## src/rtl/ham74_serial_encoder_pkg.sv

```systemverilog
// -----------------------------------------------------------------------------
// ham74_pkg
// Shared definitions for the serial Hamming(7,4) encoder and its decoder tests.
//   DATA_W / CW_W / BIT_IDX_W : nibble, codeword and bit-index widths
//   cw_t                      : codeword, index 0 = codeword position 1
//   enc_state_t               : transmit FSM states
//   ham74_encode()            : nibble -> codeword
//   ham74_err_mask()          : single-bit flip mask for error injection
// -----------------------------------------------------------------------------
package ham74_pkg;

  localparam int unsigned DATA_W    = 4;
  localparam int unsigned CW_W      = 7;
  localparam int unsigned BIT_IDX_W = 3;

  // Index of the final codeword bit (position 7).
  localparam logic [BIT_IDX_W-1:0] LAST_IDX = 3'd6;

  typedef logic [CW_W-1:0] cw_t;

  typedef enum logic [0:0] {
    IDLE  = 1'b0,
    SHIFT = 1'b1
  } enc_state_t;

  // Positions 1..7 = p1,p2,d1,p3,d2,d3,d4 with d1 = nibble[0].
  function automatic cw_t ham74_encode(input logic [DATA_W-1:0] nibble);
    logic d1, d2, d3, d4;
    cw_t  cw;
    d1 = nibble[0];
    d2 = nibble[1];
    d3 = nibble[2];
    d4 = nibble[3];
    cw = {d4, d3, d2, d2 ^ d3 ^ d4, d1, d1 ^ d3 ^ d4, d1 ^ d2 ^ d4};
    return cw;
  endfunction

  // One-hot mask on codeword position pos (1..7); pos = 0 or arm = 0 gives no flip.
  function automatic cw_t ham74_err_mask(input logic arm, input logic [BIT_IDX_W-1:0] pos);
    cw_t m;
    m = {CW_W{1'b0}};
    for (int i = 0; i < CW_W; i++) begin
      m[i] = arm & (pos == BIT_IDX_W'(i + 1));
    end
    return m;
  endfunction

endpackage

```

## src/rtl/ham74_serial_encoder_if.sv

```systemverilog
// -----------------------------------------------------------------------------
// ham74_serial_encoder_if
// Nibble input handshake of the serial Hamming(7,4) encoder.
//   in_data  : nibble to encode (d1 = in_data[0])
//   in_valid : in_data valid (source -> encoder)
//   in_ready : encoder can accept (encoder -> source)
// Modports: master = nibble source, slave = encoder.
// -----------------------------------------------------------------------------
interface ham74_serial_encoder_if;
  import ham74_pkg::*;

  logic [DATA_W-1:0] in_data;
  logic              in_valid;
  logic              in_ready;

  modport master (output in_data, output in_valid, input in_ready);
  modport slave  (input in_data, input in_valid, output in_ready);

endinterface

```

## src/rtl/ham74_serial_encoder_fifo.sv

```systemverilog
// -----------------------------------------------------------------------------
// ham74_nibble_fifo
// Synchronous nibble FIFO, synchronous active-low reset.
//   i_clk, i_rst_n : clock, reset (pointers and level cleared)
//   i_push, i_data : write request and nibble; ignored while full
//   i_pop          : read request; ignored while empty
//   o_data         : head entry (valid when !o_empty)
//   o_full, o_empty, o_level : occupancy
// FIFO_DEPTH must be a power of 2, at least 2.
// -----------------------------------------------------------------------------
module ham74_nibble_fifo
  import ham74_pkg::*;
#(
  parameter int unsigned FIFO_DEPTH = 4
) (
  input  logic                          i_clk,
  input  logic                          i_rst_n,
  input  logic                          i_push,
  input  logic [DATA_W-1:0]             i_data,
  input  logic                          i_pop,
  output logic [DATA_W-1:0]             o_data,
  output logic                          o_full,
  output logic                          o_empty,
  output logic [$clog2(FIFO_DEPTH):0]   o_level
);

  localparam int unsigned AW = $clog2(FIFO_DEPTH);
  localparam int unsigned LW = AW + 1;

  logic [DATA_W-1:0] r_mem [FIFO_DEPTH];
  logic [AW-1:0]     r_wr_ptr;
  logic [AW-1:0]     r_rd_ptr;
  logic [LW-1:0]     r_level;
  logic              w_push;
  logic              w_pop;

  assign o_full  = (r_level == LW'(FIFO_DEPTH));
  assign o_empty = (r_level == LW'(0));
  assign o_level = r_level;
  assign o_data  = r_mem[r_rd_ptr];

  // A full FIFO refuses the push even when a pop happens on the same edge.
  assign w_push = i_push & ~o_full;
  assign w_pop  = i_pop & ~o_empty;

  // Pointer and occupancy registers; pointers wrap naturally (power-of-2 depth).
  always_ff @(posedge i_clk) begin
    if (!i_rst_n) begin
      r_wr_ptr <= AW'(0);
      r_rd_ptr <= AW'(0);
      r_level  <= LW'(0);
    end else begin
      if (w_push) begin
        r_wr_ptr <= r_wr_ptr + AW'(1);
      end else begin
        r_wr_ptr <= r_wr_ptr;
      end
      if (w_pop) begin
        r_rd_ptr <= r_rd_ptr + AW'(1);
      end else begin
        r_rd_ptr <= r_rd_ptr;
      end
      case ({w_push, w_pop})
        2'b10:   r_level <= r_level + LW'(1);
        2'b01:   r_level <= r_level - LW'(1);
        default: r_level <= r_level;
      endcase
    end
  end

  // Storage array; contents need no reset since the pointers define validity.
  always_ff @(posedge i_clk) begin
    if (w_push) begin
      r_mem[r_wr_ptr] <= i_data;
    end else begin
      r_mem[r_wr_ptr] <= r_mem[r_wr_ptr];
    end
  end

endmodule

```

## src/rtl/ham74_serial_encoder.sv

```systemverilog
// -----------------------------------------------------------------------------
// ham74_serial_encoder
// Buffers 4-bit nibbles, encodes each to a Hamming(7,4) codeword and shifts it
// out LSB (position 1) first, frames back-to-back with no idle gap.
//   i_clk, i_rst_n : clock, synchronous active-low reset
//   i_ena          : clock enable; low freezes everything and drops in_ready
//   io_bus         : nibble handshake (slave modport)
//   o_tx_bit       : serial codeword bit (IDLE_LEVEL when idle)
//   o_tx_sof       : high while o_tx_bit carries position 1
//   o_tx_active    : frame in flight
//   o_bit_idx      : current position 0..6, 0 when idle
//   o_fifo_level   : buffered nibbles
// Optional build macro HAM_ERR_INJECT_EN adds i_err_arm / i_err_pos: when armed
// on the edge a codeword is latched, position i_err_pos (1..7) is inverted for
// that frame only.
// -----------------------------------------------------------------------------
module ham74_serial_encoder
  import ham74_pkg::*;
#(
  parameter int unsigned FIFO_DEPTH = 4,
  parameter logic        IDLE_LEVEL = 1'b0
) (
  input  logic                        i_clk,
  input  logic                        i_rst_n,
  input  logic                        i_ena,
  ham74_serial_encoder_if.slave       io_bus,
`ifdef HAM_ERR_INJECT_EN
  input  logic                        i_err_arm,
  input  logic [BIT_IDX_W-1:0]        i_err_pos,
`endif
  output logic                        o_tx_bit,
  output logic                        o_tx_sof,
  output logic                        o_tx_active,
  output logic [BIT_IDX_W-1:0]        o_bit_idx,
  output logic [$clog2(FIFO_DEPTH):0] o_fifo_level
);

  enc_state_t            r_state;
  enc_state_t            w_state_nxt;
  cw_t                   r_cw;
  cw_t                   w_cw_nxt;
  cw_t                   w_cw_enc;
  logic [BIT_IDX_W-1:0]  r_bit_idx;
  logic [BIT_IDX_W-1:0]  w_bit_idx_nxt;
  logic [BIT_IDX_W-1:0]  w_bit_idx_inc;
  logic                  r_tx_bit;
  logic                  w_tx_bit_nxt;
  logic                  r_tx_sof;
  logic                  w_tx_sof_nxt;
  logic                  r_tx_active;
  logic                  w_tx_active_nxt;
  logic                  w_load;
  logic                  w_pop;
  logic                  w_push;
  logic                  w_full;
  logic                  w_empty;
  logic [DATA_W-1:0]     w_head;

  // Reset is folded into in_ready so the source sees 0 throughout reset.
  assign io_bus.in_ready = i_ena & i_rst_n & ~w_full;
  assign w_push          = io_bus.in_valid & io_bus.in_ready;

  ham74_nibble_fifo #(
    .FIFO_DEPTH (FIFO_DEPTH)
  ) u_fifo (
    .i_clk   (i_clk),
    .i_rst_n (i_rst_n),
    .i_push  (w_push),
    .i_data  (io_bus.in_data),
    .i_pop   (w_pop),
    .o_data  (w_head),
    .o_full  (w_full),
    .o_empty (w_empty),
    .o_level (o_fifo_level)
  );

`ifdef HAM_ERR_INJECT_EN
  assign w_cw_enc = ham74_encode(w_head) ^ ham74_err_mask(i_err_arm, i_err_pos);
`else
  assign w_cw_enc = ham74_encode(w_head);
`endif

  assign w_bit_idx_inc = r_bit_idx + 3'd1;

  // Next-state and next-output logic of the transmit FSM.
  always_comb begin
    w_state_nxt     = r_state;
    w_cw_nxt        = r_cw;
    w_bit_idx_nxt   = r_bit_idx;
    w_tx_bit_nxt    = r_tx_bit;
    w_tx_sof_nxt    = r_tx_sof;
    w_tx_active_nxt = r_tx_active;
    w_load          = 1'b0;
    w_pop           = 1'b0;
    if (i_ena) begin
      case (r_state)
        IDLE: begin
          if (!w_empty) begin
            w_load = 1'b1;
          end else begin
            w_load = 1'b0;
          end
        end
        SHIFT: begin
          if (r_bit_idx == LAST_IDX) begin
            if (!w_empty) begin
              // Next frame starts on the very next edge: no gap.
              w_load = 1'b1;
            end else begin
              w_state_nxt     = IDLE;
              w_bit_idx_nxt   = 3'd0;
              w_tx_bit_nxt    = IDLE_LEVEL;
              w_tx_sof_nxt    = 1'b0;
              w_tx_active_nxt = 1'b0;
            end
          end else begin
            w_bit_idx_nxt = w_bit_idx_inc;
            w_tx_bit_nxt  = r_cw[w_bit_idx_inc];
            w_tx_sof_nxt  = 1'b0;
          end
        end
        default: begin
          w_state_nxt     = IDLE;
          w_bit_idx_nxt   = 3'd0;
          w_tx_bit_nxt    = IDLE_LEVEL;
          w_tx_sof_nxt    = 1'b0;
          w_tx_active_nxt = 1'b0;
        end
      endcase
      if (w_load) begin
        w_pop           = 1'b1;
        w_state_nxt     = SHIFT;
        w_cw_nxt        = w_cw_enc;
        w_bit_idx_nxt   = 3'd0;
        w_tx_bit_nxt    = w_cw_enc[0];
        w_tx_sof_nxt    = 1'b1;
        w_tx_active_nxt = 1'b1;
      end else begin
        w_pop = 1'b0;
      end
    end else begin
      // Disabled: hold everything, the frame resumes where it stopped.
      w_pop  = 1'b0;
      w_load = 1'b0;
    end
  end

  // FSM state and registered outputs.
  always_ff @(posedge i_clk) begin
    if (!i_rst_n) begin
      r_state     <= IDLE;
      r_cw        <= {CW_W{1'b0}};
      r_bit_idx   <= 3'd0;
      r_tx_bit    <= IDLE_LEVEL;
      r_tx_sof    <= 1'b0;
      r_tx_active <= 1'b0;
    end else begin
      r_state     <= w_state_nxt;
      r_cw        <= w_cw_nxt;
      r_bit_idx   <= w_bit_idx_nxt;
      r_tx_bit    <= w_tx_bit_nxt;
      r_tx_sof    <= w_tx_sof_nxt;
      r_tx_active <= w_tx_active_nxt;
    end
  end

  assign o_tx_bit    = r_tx_bit;
  assign o_tx_sof    = r_tx_sof;
  assign o_tx_active = r_tx_active;
  assign o_bit_idx   = r_bit_idx;

endmodule

```

## src/flat_wrapper.sv

```systemverilog
// flat-port wrapper written by rule: the top's interface ports become plain ports
module ham74_serial_encoder_flat import ham74_pkg::*;
#(
  parameter int unsigned FIFO_DEPTH = 4,
  parameter logic        IDLE_LEVEL = 1'b0
)
  (i_clk, i_rst_n, i_ena, o_tx_bit, o_tx_sof, o_tx_active, o_bit_idx, o_fifo_level, io_bus_in_data, io_bus_in_valid, io_bus_in_ready);
  ham74_serial_encoder_if io_bus_i ();
  input  logic i_clk;
  input  logic i_rst_n;
  input  logic i_ena;
  output logic o_tx_bit;
  output logic o_tx_sof;
  output logic o_tx_active;
  output logic [BIT_IDX_W-1:0] o_bit_idx;
  output logic [$clog2(FIFO_DEPTH):0] o_fifo_level;
  input wire logic [$bits(io_bus_i.in_data)-1:0] io_bus_in_data;
  input wire logic [$bits(io_bus_i.in_valid)-1:0] io_bus_in_valid;
  output wire logic [$bits(io_bus_i.in_ready)-1:0] io_bus_in_ready;
  assign io_bus_i.in_data = io_bus_in_data;
  assign io_bus_i.in_valid = io_bus_in_valid;
  assign io_bus_in_ready = io_bus_i.in_ready;
  ham74_serial_encoder #(.FIFO_DEPTH(FIFO_DEPTH), .IDLE_LEVEL(IDLE_LEVEL)) u_core (.i_clk(i_clk), .i_rst_n(i_rst_n), .i_ena(i_ena), .io_bus(io_bus_i), .o_tx_bit(o_tx_bit), .o_tx_sof(o_tx_sof), .o_tx_active(o_tx_active), .o_bit_idx(o_bit_idx), .o_fifo_level(o_fifo_level));
endmodule
```

## config.mk

```make
export PLATFORM = sky130hd
export DESIGN_NAME = ham74_serial_encoder_flat
export DESIGN_NICKNAME = d
export VERILOG_FILES = /design/src/rtl/ham74_serial_encoder_pkg.sv /design/src/rtl/ham74_serial_encoder_if.sv /design/src/rtl/ham74_serial_encoder_fifo.sv /design/src/rtl/ham74_serial_encoder.sv /design/src/flat_wrapper.sv
export SDC_FILE = /design/constraint.sdc
export NUM_CORES = 1
export LEC_CHECK = 0
export BUFFER_PORTS_ARGS = -buffer_cell sky130_fd_sc_hd__buf_2
export CAP_MARGIN = 30
export CORE_ASPECT_RATIO = 0.6
export CORE_MARGIN = 4
export CORE_UTILIZATION = 45
export CTS_BUF_LIST = sky130_fd_sc_hd__clkbuf_2
export CTS_CLUSTER_SIZE = 8
export DETAILED_ROUTE_END_ITERATION = 6
export SLEW_MARGIN = 20
export SYNTH_ARGS = -nofsm -noshare
export SYNTH_HDL_FRONTEND = slang
export SYNTH_SLANG_ARGS = --single-unit
```

## constraint.sdc

```tcl
create_clock -name i_clk -period 3.2 [get_ports i_clk]
set_input_delay 0.16 -clock i_clk [delete_from_list [all_inputs] [get_ports i_clk]]
set_output_delay 0.16 -clock i_clk [all_outputs]
set_load 0.01 [all_outputs]
```

==> impl_metrics.ini <==
[outcome]
status = completed

[power]
p_int_mw = 0.761
leakagePower_nw = 0.739
ir_worst_vdd_uv = 215
swShare_pct = 33.7
combPwrFrac_pct = 26.9
p_per_area_nw_per_um2 = 591
seqPwrFrac_pct = 54.7
clkPwrFrac_pct = 18.4
power_mw = 1.15
p_sw_mw = 0.387

[final_layout]
drive_above_1_share_pct = 17.5
fillCellCount = 344
area_growth_pct = 13.0
diodes = 0
nets = 192

[hold_path]
min_to = u_core.o_bit_idx[2]$_SDFFE_PN0P_
holdPathStages = 3
worst_hold_startpoint = i_ena
hp-class = input pin to register

[floorplanning]
die-area_um2 = 4910
core.rowCount = 17
die_h_um = 55.9
start_util_pct = 46.7
io_pins = 18
core-area_um2 = 3680
die_w_um = 87.8

[timing]
finalHoldViolCount = 0
worst_pin_slew_ps = 1030
relSlewSlack_pct = 30.7
fin_crit_sh_pct = 89.6
setup_viol = 0
report.final.slew_viol_count = 0
skew_ps = 17.3
hold-worst-slack_ps = 90.4
setup-tns-final_ps = 0
rsz0062_at_grt = no
max_freq_mhz = 349
finalCriticalPeriod_ps = 2870

[setup_path]
critPathMaxFanout = 12
slowest_delay_ps = 400
cp-start-kind = register
r2r-start = u_core.o_bit_idx[0]$_SDFFE_PN0P_
cp_cell_sequence = inv_1 -> ha_1 -> a21bo_2 -> nand2_1 -> inv_1 -> ha_1 -> inv_1 -> fa_1 -> xor2_1 -> or3_1 -> a21oi_1
critPathRequiredTime_ps = 3520
rr_endpoint = u_core.u_fifo.o_level[2]$_SDFFE_PN0P_
reg2reg_depth = 11
cp_common_cell = inv_1
cp.arrival_ps = 3190
regToRegSetupSlack_ps = 330
slowest_stage = dfxtp_1
crit_type = register to register
worstSetupEndpointType = register

[route]
vias = 1188
drc = 0
drt_iter0_drc = 65
wl_um = 3400
ant_nets = 0
wl_per_cell_um = 15.2
via_per_inst = 5.30
firstDrtPassIters = 4

[placed_design]
place.port_buffers = 17
hpwl_um = 2530
finalWeightedCongestion = 0.786

[clock_tree]
cts_max_path_buffers = 2
htreeDepth = 2
cts_made_buffers = 5
cts_resized = 0
cts_tree = built
clk_latency_ps = 390
root_buffer = clkbuf_2
cts.sinks = 39
clk_pin_slew_worst_paths_ps = 200

[logic_synthesis]
syn_area_per_cell_um2 = 11.5
yosys_register_bits = 39
async_flop_share_pct = 0
synthTopCellsByCount = 23 x dfxtp_1, 18 x nand2_1, 16 x edfxtp_1
seq_area_frac_synth_pct = 54.7
yosysWarnings = 0
synth_ff_type = dfxtp_1
synth.most_common_cell = dfxtp_1
syn-cell-area_um2 = 1720
yosys.area.top_type_share_pct = 27.9
yosys.cell_types.count = 37
ys_top_cells_by_area = edfxtp_1 28%, dfxtp_1 27%, mux4_2 5.2%
synth_edf_count = 16
yosysTopAreaCell = edfxtp_1
syn-num-nets = 165
synthCells = 149

[global_routing]
grt_max_degree = 17
grt_pass1_vias = 1121
grt_pass1_wl_um = 5660
antenna_found_initial = 0
overflow = 0
grt.total_usage_pct = 15.5

[job]
maxCapViolations = 0
-- cells in the final DEF, fill, tap and decap left out, types with 2 or more instances in the layout --
| cell | count |
|---|---|
| o41ai_1 | 2 |
| mux4_2 | 4 |
| nand4b_1 | 2 |
| clkbuf_2 | 6 |
| xor2_1 | 4 |
| inv_1 | 10 |
| a21oi_1 | 11 |
| and2_1 | 5 |
| a211oi_1 | 2 |
| mux2i_1 | 2 |
| nand3_1 | 5 |
| buf_2 | 17 |
| clkinv_1 | 2 |
| nor2_1 | 10 |
| edfxtp_1 | 16 |
| dfxtp_1 | 23 |
| ha_1 | 7 |
| dlygate4sd3_1 | 4 |
| buf_4 | 2 |
| nand2_1 | 18 |
| xnor2_1 | 3 |
| o21ai_0 | 4 |
-- worst max-delay path by stage --
stage / startpoint / depth (start not counted) / to / slack (ps)
after CTS: u_core.o_bit_idx[0]$_SDFFE_PN0P_ / 11 / u_core.u_fifo.o_level[2]$_SDFFE_PN0P_ / 340
after detailed placement: u_core.o_bit_idx[0]$_SDFFE_PN0P_ / 11 / u_core.u_fifo.o_level[2]$_SDFFE_PN0P_ / 400
after global routing: u_core.o_bit_idx[0]$_SDFFE_PN0P_ / 11 / u_core.u_fifo.o_level[2]$_SDFFE_PN0P_ / 150
after global placement: u_core.o_bit_idx[0]$_SDFFE_PN0P_ / 11 / u_core.u_fifo.o_level[2]$_SDFFE_PN0P_ / 590
after floorplan: u_core.o_bit_idx[0]$_SDFFE_PN0P_ / 12 / u_core.u_fifo.o_level[2]$_SDFFE_PN0P_ / 730
final: u_core.o_bit_idx[0]$_SDFFE_PN0P_ / 11 / u_core.u_fifo.o_level[2]$_SDFFE_PN0P_ / 330
-- state kept, by name, indices dropped and copies added (netlist names), named ones only --
name and flops:
u_core.u_fifo.r_mem 16, u_core.r_state 1, u_core.o_tx_active 1, u_core.r_cw 7, u_core.o_bit_idx 3, u_core.u_fifo.r_wr_ptr 2
u_core.o_tx_sof 1, u_core.u_fifo.o_level 3, u_core.u_fifo.r_rd_ptr 2, u_core.o_tx_bit 1
-- metrics by stage --
| stage | cells | cell area (µm²) | setup WS [ps] | util [%] |
|---|---|---|---|---|
| 6_report | 224 | 1940 | 333 | 52.8 |
| 5_1_grt | 224 | 1940 | 146 | 52.8 |
| 4_1_cts | 224 | 1940 | 342 | 52.8 |
| 3_5_place_dp | 212 | 1870 | 404 | 50.7 |
| 3_3_place_gp | 212 | 1870 | 590 | 50.7 |
| 2_1_floorplan | 149 | 1720 | 733 | - |
-- cells by family (layout without fill, tap and decap cells) --
| kind of cell | count (synthesis) | count (layout) | share of synthesized area, % |
|---|---|---|---|
| buf+inv | 13 | 41 | 2.91 |
| flops | 39 | 39 | 54.7 |
| simple gates | 46 | 46 | 12.9 |
| xor+xnor | 8 | 8 | 4.51 |
| mux | 7 | 7 | 7.93 |
| fa+ha+maj | 8 | 8 | 6.26 |
| compound gates | 28 | 28 | 10.8 |
-- cell type report --
cell class / count / area [µm²] / area share [%]
Multi-Input combinational cell: 97 / 728 / 37.5
Clock buffer: 6 / 30.0 / 1.55
Timing Repair Buffer: 23 / 140 / 7.21
Clock inverter: 2 / 7.51 / 0.386
Tap cell: 47 / 58.8 / 3.03
Inverter: 10 / 37.5 / 1.93
Sequential cell: 39 / 941 / 48.4
-- power groups by stage --
| stage | Clock (mW) | Combinational (mW) | Sequential [mW] |
|---|---|---|---|
| final | 0.212 | 0.308 | 0.628 |
| after global routing | 0.242 | 0.347 | 0.638 |
| after CTS | 0.214 | 0.310 | 0.629 |
| after detailed placement | 0 | 0.304 | 0.640 |
| after global placement | 0 | 0.295 | 0.639 |
| after floorplan | 0 | 0.216 | 0.637 |
-- worst max-delay path, delay by kind of cell (launching register included) --
family,cells,cell delay (ps)
AOI/OAI and AO/OA,2,350
xor gates and xnor gates,1,160
adders and majority gates,3,860
buffers and inverters,3,530
DFF,1,400
and+or+nand+nor,2,490
-- timing repair --
item	in CTS	in global routing
hold buffers	4	0
buffers inserted	0	0
hold endpoints to repair	16	0
-- layer usage --
metal,wire [µm],part of all wire (%),vias to the layer above,track usage (%)
met5,0,0,-,0
met4,32,0.94,0,4.81
met3,135,4.0,4,6.21
met2,1380,41,20,19.0
met1,1850,55,575,24.3
li1,-,-,589,-
No activity file was read; power rests on OpenSTA's default activity.
